$ cat config.mk
export PLATFORM = sky130hd
export DESIGN_NAME = dmem_store_queue
export DESIGN_NICKNAME = d
export VERILOG_FILES = /design/src/rtl/dmem_store_queue.sv
export SDC_FILE = /design/constraint.sdc
export NUM_CORES = 1
export LEC_CHECK = 0
export CORE_MARGIN = 8
export CORE_UTILIZATION = 50
export DETAILED_ROUTE_END_ITERATION = 8
export PLACE_DENSITY_LB_ADDON = 0.12
export SETUP_SLACK_MARGIN = 0.3
export SLEW_MARGIN = 5
export SYNTH_ARGS = -nofsm -noshare
export SYNTH_HDL_FRONTEND = slang
export SYNTH_SLANG_ARGS = --single-unit
$ cat constraint.sdc
create_clock -name clk -period 18.8 [get_ports clk]
set_input_delay 5.64 -clock clk [delete_from_list [all_inputs] [get_ports clk]]
set_output_delay 5.64 -clock clk [all_outputs]
set_load 0.01 [all_outputs]
$ cat src/rtl/dmem_store_queue.sv
// In-order store buffer between the core memory stage and the single-port dmem.
// Loads win the dmem port unless they hit a queued word; otherwise the head store drains.
module dmem_store_queue #(
    parameter int DEPTH = 4,
    parameter int AW    = 32,
    parameter int DW    = 32
) (
    input  logic                     clk,
    input  logic                     reset,
    input  logic                     st_valid,
    output logic                     st_ready,
    input  logic [AW-1:0]            st_addr,
    input  logic [DW-1:0]            st_data,
    input  logic                     st_byte,
    input  logic                     ld_req,
    input  logic [AW-1:0]            ld_addr,
    input  logic                     ld_byte,
    output logic                     ld_stall,
    output logic                     mem_we,
    output logic                     mem_be,
    output logic [AW-1:0]            mem_a,
    output logic [DW-1:0]            mem_wd,
    output logic                     q_empty,
    output logic [$clog2(DEPTH):0]   q_count
);
    localparam int PW = $clog2(DEPTH);
    localparam int CW = PW + 1;

    logic [AW-1:0] addr_q [DEPTH];
    logic [AW-1:0] addr_d [DEPTH];
    logic [DW-1:0] data_q [DEPTH];
    logic [DW-1:0] data_d [DEPTH];
    logic          byte_q [DEPTH];
    logic          byte_d [DEPTH];

    logic [PW-1:0] rd_ptr_q, rd_ptr_d;
    logic [PW-1:0] wr_ptr_q, wr_ptr_d;
    logic [CW-1:0] count_q,  count_d;

    logic [DEPTH-1:0] ent_vld;
    logic [DEPTH-1:0] ent_match;
    logic             hazard;
    logic             push;
    logic             pop;

    // An entry is live when its distance from the head is below the count.
    always_comb begin
        ent_vld   = '0;
        ent_match = '0;
        for (int i = 0; i < DEPTH; i++) begin
            ent_vld[i]   = {1'b0, PW'(i) - rd_ptr_q} < count_q;
            ent_match[i] = addr_q[i][AW-1:2] == ld_addr[AW-1:2];
        end
        hazard = ld_req && |(ent_vld & ent_match);
    end

    always_comb begin
        mem_a    = ld_addr;
        mem_be   = ld_byte;
        mem_wd   = '0;
        mem_we   = 1'b0;
        ld_stall = 1'b0;
        pop      = 1'b0;
        if (!reset && !(ld_req && !hazard) && count_q != '0) begin
            mem_a    = addr_q[rd_ptr_q];
            mem_be   = byte_q[rd_ptr_q];
            mem_wd   = data_q[rd_ptr_q];
            mem_we   = 1'b1;
            pop      = 1'b1;
            ld_stall = hazard;
        end
    end

    // Readiness looks only at the registered count, so a same-cycle pop never frees a slot.
    assign st_ready = reset || (count_q < CW'(DEPTH));
    assign push     = st_valid && st_ready && !reset;
    assign q_empty  = reset || (count_q == '0);
    assign q_count  = reset ? '0 : count_q;

    always_comb begin
        addr_d   = addr_q;
        data_d   = data_q;
        byte_d   = byte_q;
        if (push) begin
            addr_d[wr_ptr_q] = st_addr;
            data_d[wr_ptr_q] = st_data;
            byte_d[wr_ptr_q] = st_byte;
        end
        rd_ptr_d = rd_ptr_q + PW'(pop);
        wr_ptr_d = wr_ptr_q + PW'(push);
        count_d  = count_q + CW'(push) - CW'(pop);
    end

    always_ff @(posedge clk) begin
        if (reset) begin
            rd_ptr_q <= '0;
            wr_ptr_q <= '0;
            count_q  <= '0;
        end else begin
            rd_ptr_q <= rd_ptr_d;
            wr_ptr_q <= wr_ptr_d;
            count_q  <= count_d;
        end
    end

    always_ff @(posedge clk) begin
        addr_q <= addr_d;
        data_q <= data_d;
        byte_q <= byte_d;
    end
endmodule

## Word level (Yosys, flattened, before mapping)

Cells that the tools add are included.
W data, S select, Z words.

| cells by class | value |
|---|---|
| add/subtract/negate cells | 8 |
| magnitude comparators | 8 |
| multipliers | 0 |
| reductions and logical operators | 15 |
| equal/unequal tests | 4 |
| muxes and demuxes | 22 |
| divide/modulo/power cells | 0 |
| shift operators | 0 |
| bitwise operators | 3 |

Operator list:

| operator | count |
|---|---|
| $bwmux W128 | 2 |
| $mux W32 | 7 |
| $bmux W32 S2 | 2 |
| $eq A30 B30 Y1 | 4 |
| $demux W32 S2 | 1 |
| $lt A2 B3 Y1 | 4 |
| $logic_and A1 B1 Y1 | 7 |
| $ge A3 B3 Y1 const B | 2 |
| $mux W1 | 6 |
| $not A2 Y3 | 2 |
| $add A2 B1 Y2 | 2 |
| $and A4 B4 Y4 | 1 |
| $bwmux W4 | 1 |
| $reduce_or A4 Y1 | 1 |
| $sub A1 B2 Y2 const A | 2 |
| $sub A2 B2 Y2 const A | 2 |
| $add A3 B1 Y3 | 1 |
| $logic_not A1 Y1 | 3 |
| $logic_not A3 Y1 | 1 |
| $lt A3 B1 Y1 const B | 1 |
| $lt A3 B3 Y1 const B | 1 |
| $mux W3 | 1 |
| $reduce_bool A3 Y1 | 1 |
| $sub A3 B1 Y3 | 1 |
| other kinds (3) | 4 |

| storage, ports and cells | value |
|---|---|
| logic and storage cells | 75 |
| ROM bits | 0 |
| output and inout port bits | 72 |
| input bits | 102 |
| memories | 0 |
| latch bits | 0 |
| register bits after elaboration | 267 |
| bits in writable memories | 0 |

## Longest topological paths before layout

| logic depth | value |
|---|---|
| depth after elaboration | 12 |
| gate-level depth with buffers | 20 |
| gate-level depth less buffers | 16 |

## Least setup slack after synthesis

OpenSTA, ideal clock, no wires.

| timing | value |
|---|---|
| kind | in2out |
| start | in ld_addr[5] |
| end | out mem_a[10] |
| data required time | 13.160 ns |
| stages | 10 |
| buffers on the path | 3 |
| setup slack | 5.542 ns |
| arrival | 7.618 ns |
| cells stage by stage | buf_2 -> xor2_1 -> nor4_1 -> nand4_1 -> a2111oi_1 -> nor4_1 -> a21oi_2 -> buf_6 -> buf_6 -> mux2_1 |

| between the ends | value |
|---|---|
| word-level cells in the longest chain between the ends | 10 |
| elaborated cells on any way between the ends | 13 |
| classes of those cells | eq/ne: 4; mux: 1; bitwise: 1; reduce/logical: 7 |

Ends and longest elaborated chain:

| what | line | source |
|---|---|---|
| from (decl) | 16 | `input logic [AW-1:0] ld_addr,` |
| $eq A30 B30 Y1 | 52 | `ent_match[i] = addr_q[i][AW-1:2] == ld_addr[AW-1:2];` |
| $and A4 B4 Y4 * | 54 | `hazard = ld_req && \|(ent_vld & ent_match);` |
| $reduce_or A4 Y1 * | 54 |  |
| $logic_and A1 B1 Y1 * | 54 |  |
| $logic_not A1 Y1 * | 64 | `if (!reset && !(ld_req && !hazard) && count_q != '0) begin` |
| $logic_and A1 B1 Y1 * | 64 |  |
| $logic_not A1 Y1 * | 64 |  |
| $logic_and A1 B1 Y1 * (2 in a row) | 64 |  |
| $mux W32 * | 64 |  |
| to (decl) | 21 | `output logic [AW-1:0] mem_a,` |

Mark *: on every way between the ends. The rest lies on a longest branch, timed or not.

## Final worst setup path

| timing | value |
|---|---|
| start | in ld_addr[7] |
| end | out mem_a[31] |

The elaborated chain is that of the path after synthesis.

==> out/qor.yml <==
route:
  vias_per_cell: 5.50
  drt_wl_total_um: 27600
  first_iter_violations: 360
  vias: 6357
  antenna_left: 0
  drc_errors: 0
  drt_first_pass_iters: 5
  wl_per_cell_um: 23.9
worst_setup_path:
  path_class: "input pin to output port"
  endpoint_kind: "output port"
  worstPathRequired_ns: 13.16
  reg2reg_slack_ns: 14.13
  crit_arrival_ns: 9.56
  worst-path-max-fanout: 68
  crit_path_start_kind: "input pin"
timing:
  fin_crit_ns: 15.20
  tightest_slew_ns: 1.13
  finalCritPeriodShare_pct: 80.8
  rsz0062_at_grt: "false"
  fmax_mhz: 65.8
  setup_viol: 0
  finalSetupTns_ns: 0
  fin_skew_ns: 0.0110
  report.final.slew_viol_count: 0
  hold_viol_final: 0
  relSlewSlack_pct: 24.9
power:
  irDropWorstVdd_v: 0.0000831
  power.static_leakage_nw: 4.74
  p_sw_share_pct: 24.3
  clock_power_share_pct: 33.0
  pwr-share-seq_pct: 48.0
  p_comb_share_pct: 19.0
  switchingPower_w: 0.000354
  p_int_w: 0.00111
  powerDensity_mw_per_mm2: 99.6
cells_and_area:
  diodes: 0
  synthToLayoutAreaGrowth_pct: 22.8
  fin_cells: 1156
  fin_nets: 930
  utilization_pct: 62.5
  drive_gt1_share_pct: 15.4
die:
  coreArea_mm2: 0.0235
  die_w_um: 171
  ioPinCount: 174
  start_util_pct: 50.8
  floorplan.die_area_mm2: 0.0291
  rows: 56
  die_h_um: 171
grt:
  grt_pass1_wl_um: 41400
  track_usage_pct: 19.0
  grt_pass1_vias: 6934
  gr-total-overflow: 0
  grt_start_max_net_pins: 70
  antenna_found_initial: 3
synthesis:
  synth_cell_types: 32
  yosysSeqAreaShare_pct: 66.6
  yosys_warnings: 0
  syn_nets: 777
  ys_ff_latch: 267
  syn_area_mm2: 0.0119
  synthCells: 666
  post_synth.cell_area_avg_um2: 17.9
clock_network:
  numCtsBuffers: 27
  clock_path_buffers: 3
  clkLatencyLatePin_ns: 0.52
  cts_sinks: 267
  cts_tree: "built"
  clockRootBuffer: "clkbuf_16"
  clk_pin_slew_ns: 0.06
  post_cts_buffers: 0
  post_cts_resized: 0
  hold_buffers: 0
  htreeDepth: 1
placement:
  port-buffer-count: 173
  dp_cells: 1109
  gp_congestion: 0.817
  dp_hpwl_um: 18600
outcome:
  status: "completed"
flow_run:
  cap_violations: 0
min_path:
  hp-class: "flip-flop to flip-flop"
[layout by cell type, fill, tap and decap left out, drive strengths merged, types with 6 or more instances in the layout]
cell / count
edfxtp: 260
clkdlybuf4s50: 173
xor2: 110
mux4: 65
mux2: 33
and2: 32
clkbuf: 32
nor4: 25
xnor2: 15
inv: 13
clkinv: 13
ha: 8
nor2: 7
dfxtp: 7
buf: 6
nor3: 6
[metal layers]
layer / vias up / GRT usage [%] / routed length [um]
met5: - / 0 / 37
met4: 6 / 4.35 / 432
met3: 29 / 4.66 / 2110
met2: 232 / 32.2 / 13800
met1: 3212 / 24.3 / 11200
li1: 2878 / - / -
[layout make-up]
class,count,area (um2)
sequential,267,7960
clock buffer,32,694
inverter,13,48.8
timing repair buffer,179,1780
clock inverter,15,92.6
tap,319,399
fill,1723,8810
multi-input combinational,331,3690
[cells by family (layout without fill, tap and decap cells)]
family / Yosys count / after routing / synth area share [%]
mux: 98 / 98 / 15.4
simple gates: 88 / 88 / 4.34
flops: 267 / 267 / 66.6
compound gates: 11 / 11 / 0.807
buf+inv: 68 / 239 / 2.70
xor+xnor: 125 / 125 / 9.17
fa+ha+maj: 9 / 9 / 1.01
[flip-flops by register name (all words and copies together) (netlist names)]
signal,flops
rd_ptr_q,2
byte_q,4
data_q,128
count_q,3
wr_ptr_q,2
addr_q,128
[Yosys cell counts, drive strengths merged]
library cell | count | area (um2)
xnor2 | 15 | 131
buf | 39 | 214
and2 | 32 | 200
and3 | 1 | 6.26
dfxtp | 7 | 140
nor2 | 7 | 26.3
nand4 | 4 | 25.0
nand2 | 2 | 7.51
o2111ai | 4 | 35.0
nand3 | 4 | 20.0
xor2 | 110 | 963
nand2b | 1 | 6.26
a21oi | 3 | 18.8
mux2 | 33 | 372
ha | 8 | 100
nor3 | 6 | 30.0
fa | 1 | 20.0
edfxtp | 260 | 7810
clkbuf | 16 | 60.1
mux4 | 65 | 1460
nor4 | 25 | 156
inv | 13 | 48.8
nor3b | 2 | 15.0
nor2b | 4 | 25.0
a2111oi | 4 | 42.5
[worst max-delay path: stages]
cell and delay [ns]:
clkdlybuf4s50_1 0.59, xor2_1 0.24, nor4_1 0.59, nand3_1 0.20
a2111oi_1 0.37, nor4_1 0.19, a21oi_4 0.17, buf_4 0.63
mux2_2 0.42, clkdlybuf4s50_1 0.49
[worst paths after layout]
path                     from           to  cells after the start
setup / recovery   ld_addr[7]    mem_a[31]                     10
hold / removal    wr_ptr_q[1]  wr_ptr_q[1]                      2
setup reg to reg  rd_ptr_q[0]   count_q[2]                     15
hold reg to reg   wr_ptr_q[1]  wr_ptr_q[1]                      2
[power by group through the flow]
stage,logic (W),registers (W),clock network [W]
3_3_place_gp,0.000278,0.000712,0
2_1_floorplan,0.000174,0.000702,0
4_1_cts,0.000284,0.000702,0.000491
3_5_place_dp,0.000282,0.000715,0
5_1_grt,0.000299,0.000705,0.000513
6_report,0.000277,0.000701,0.000481
[metrics by stage]
stage / hold WS [ns] / worst slack (ns) / total power, W / cell area [um2]
after detailed placement: 0.620 / 3.54 / 0.000997 / 13900
after floorplan: 0.540 / 5.54 / 0.000876 / 11900
after global placement: 0.580 / 3.61 / 0.000990 / 13900
after CTS: 0.638 / 3.55 / 0.00148 / 14700
after global routing: 0.674 / 3.34 / 0.00152 / 14700
final: 0.648 / 3.60 / 0.00146 / 14700
(Power assumes the default switching activity.)
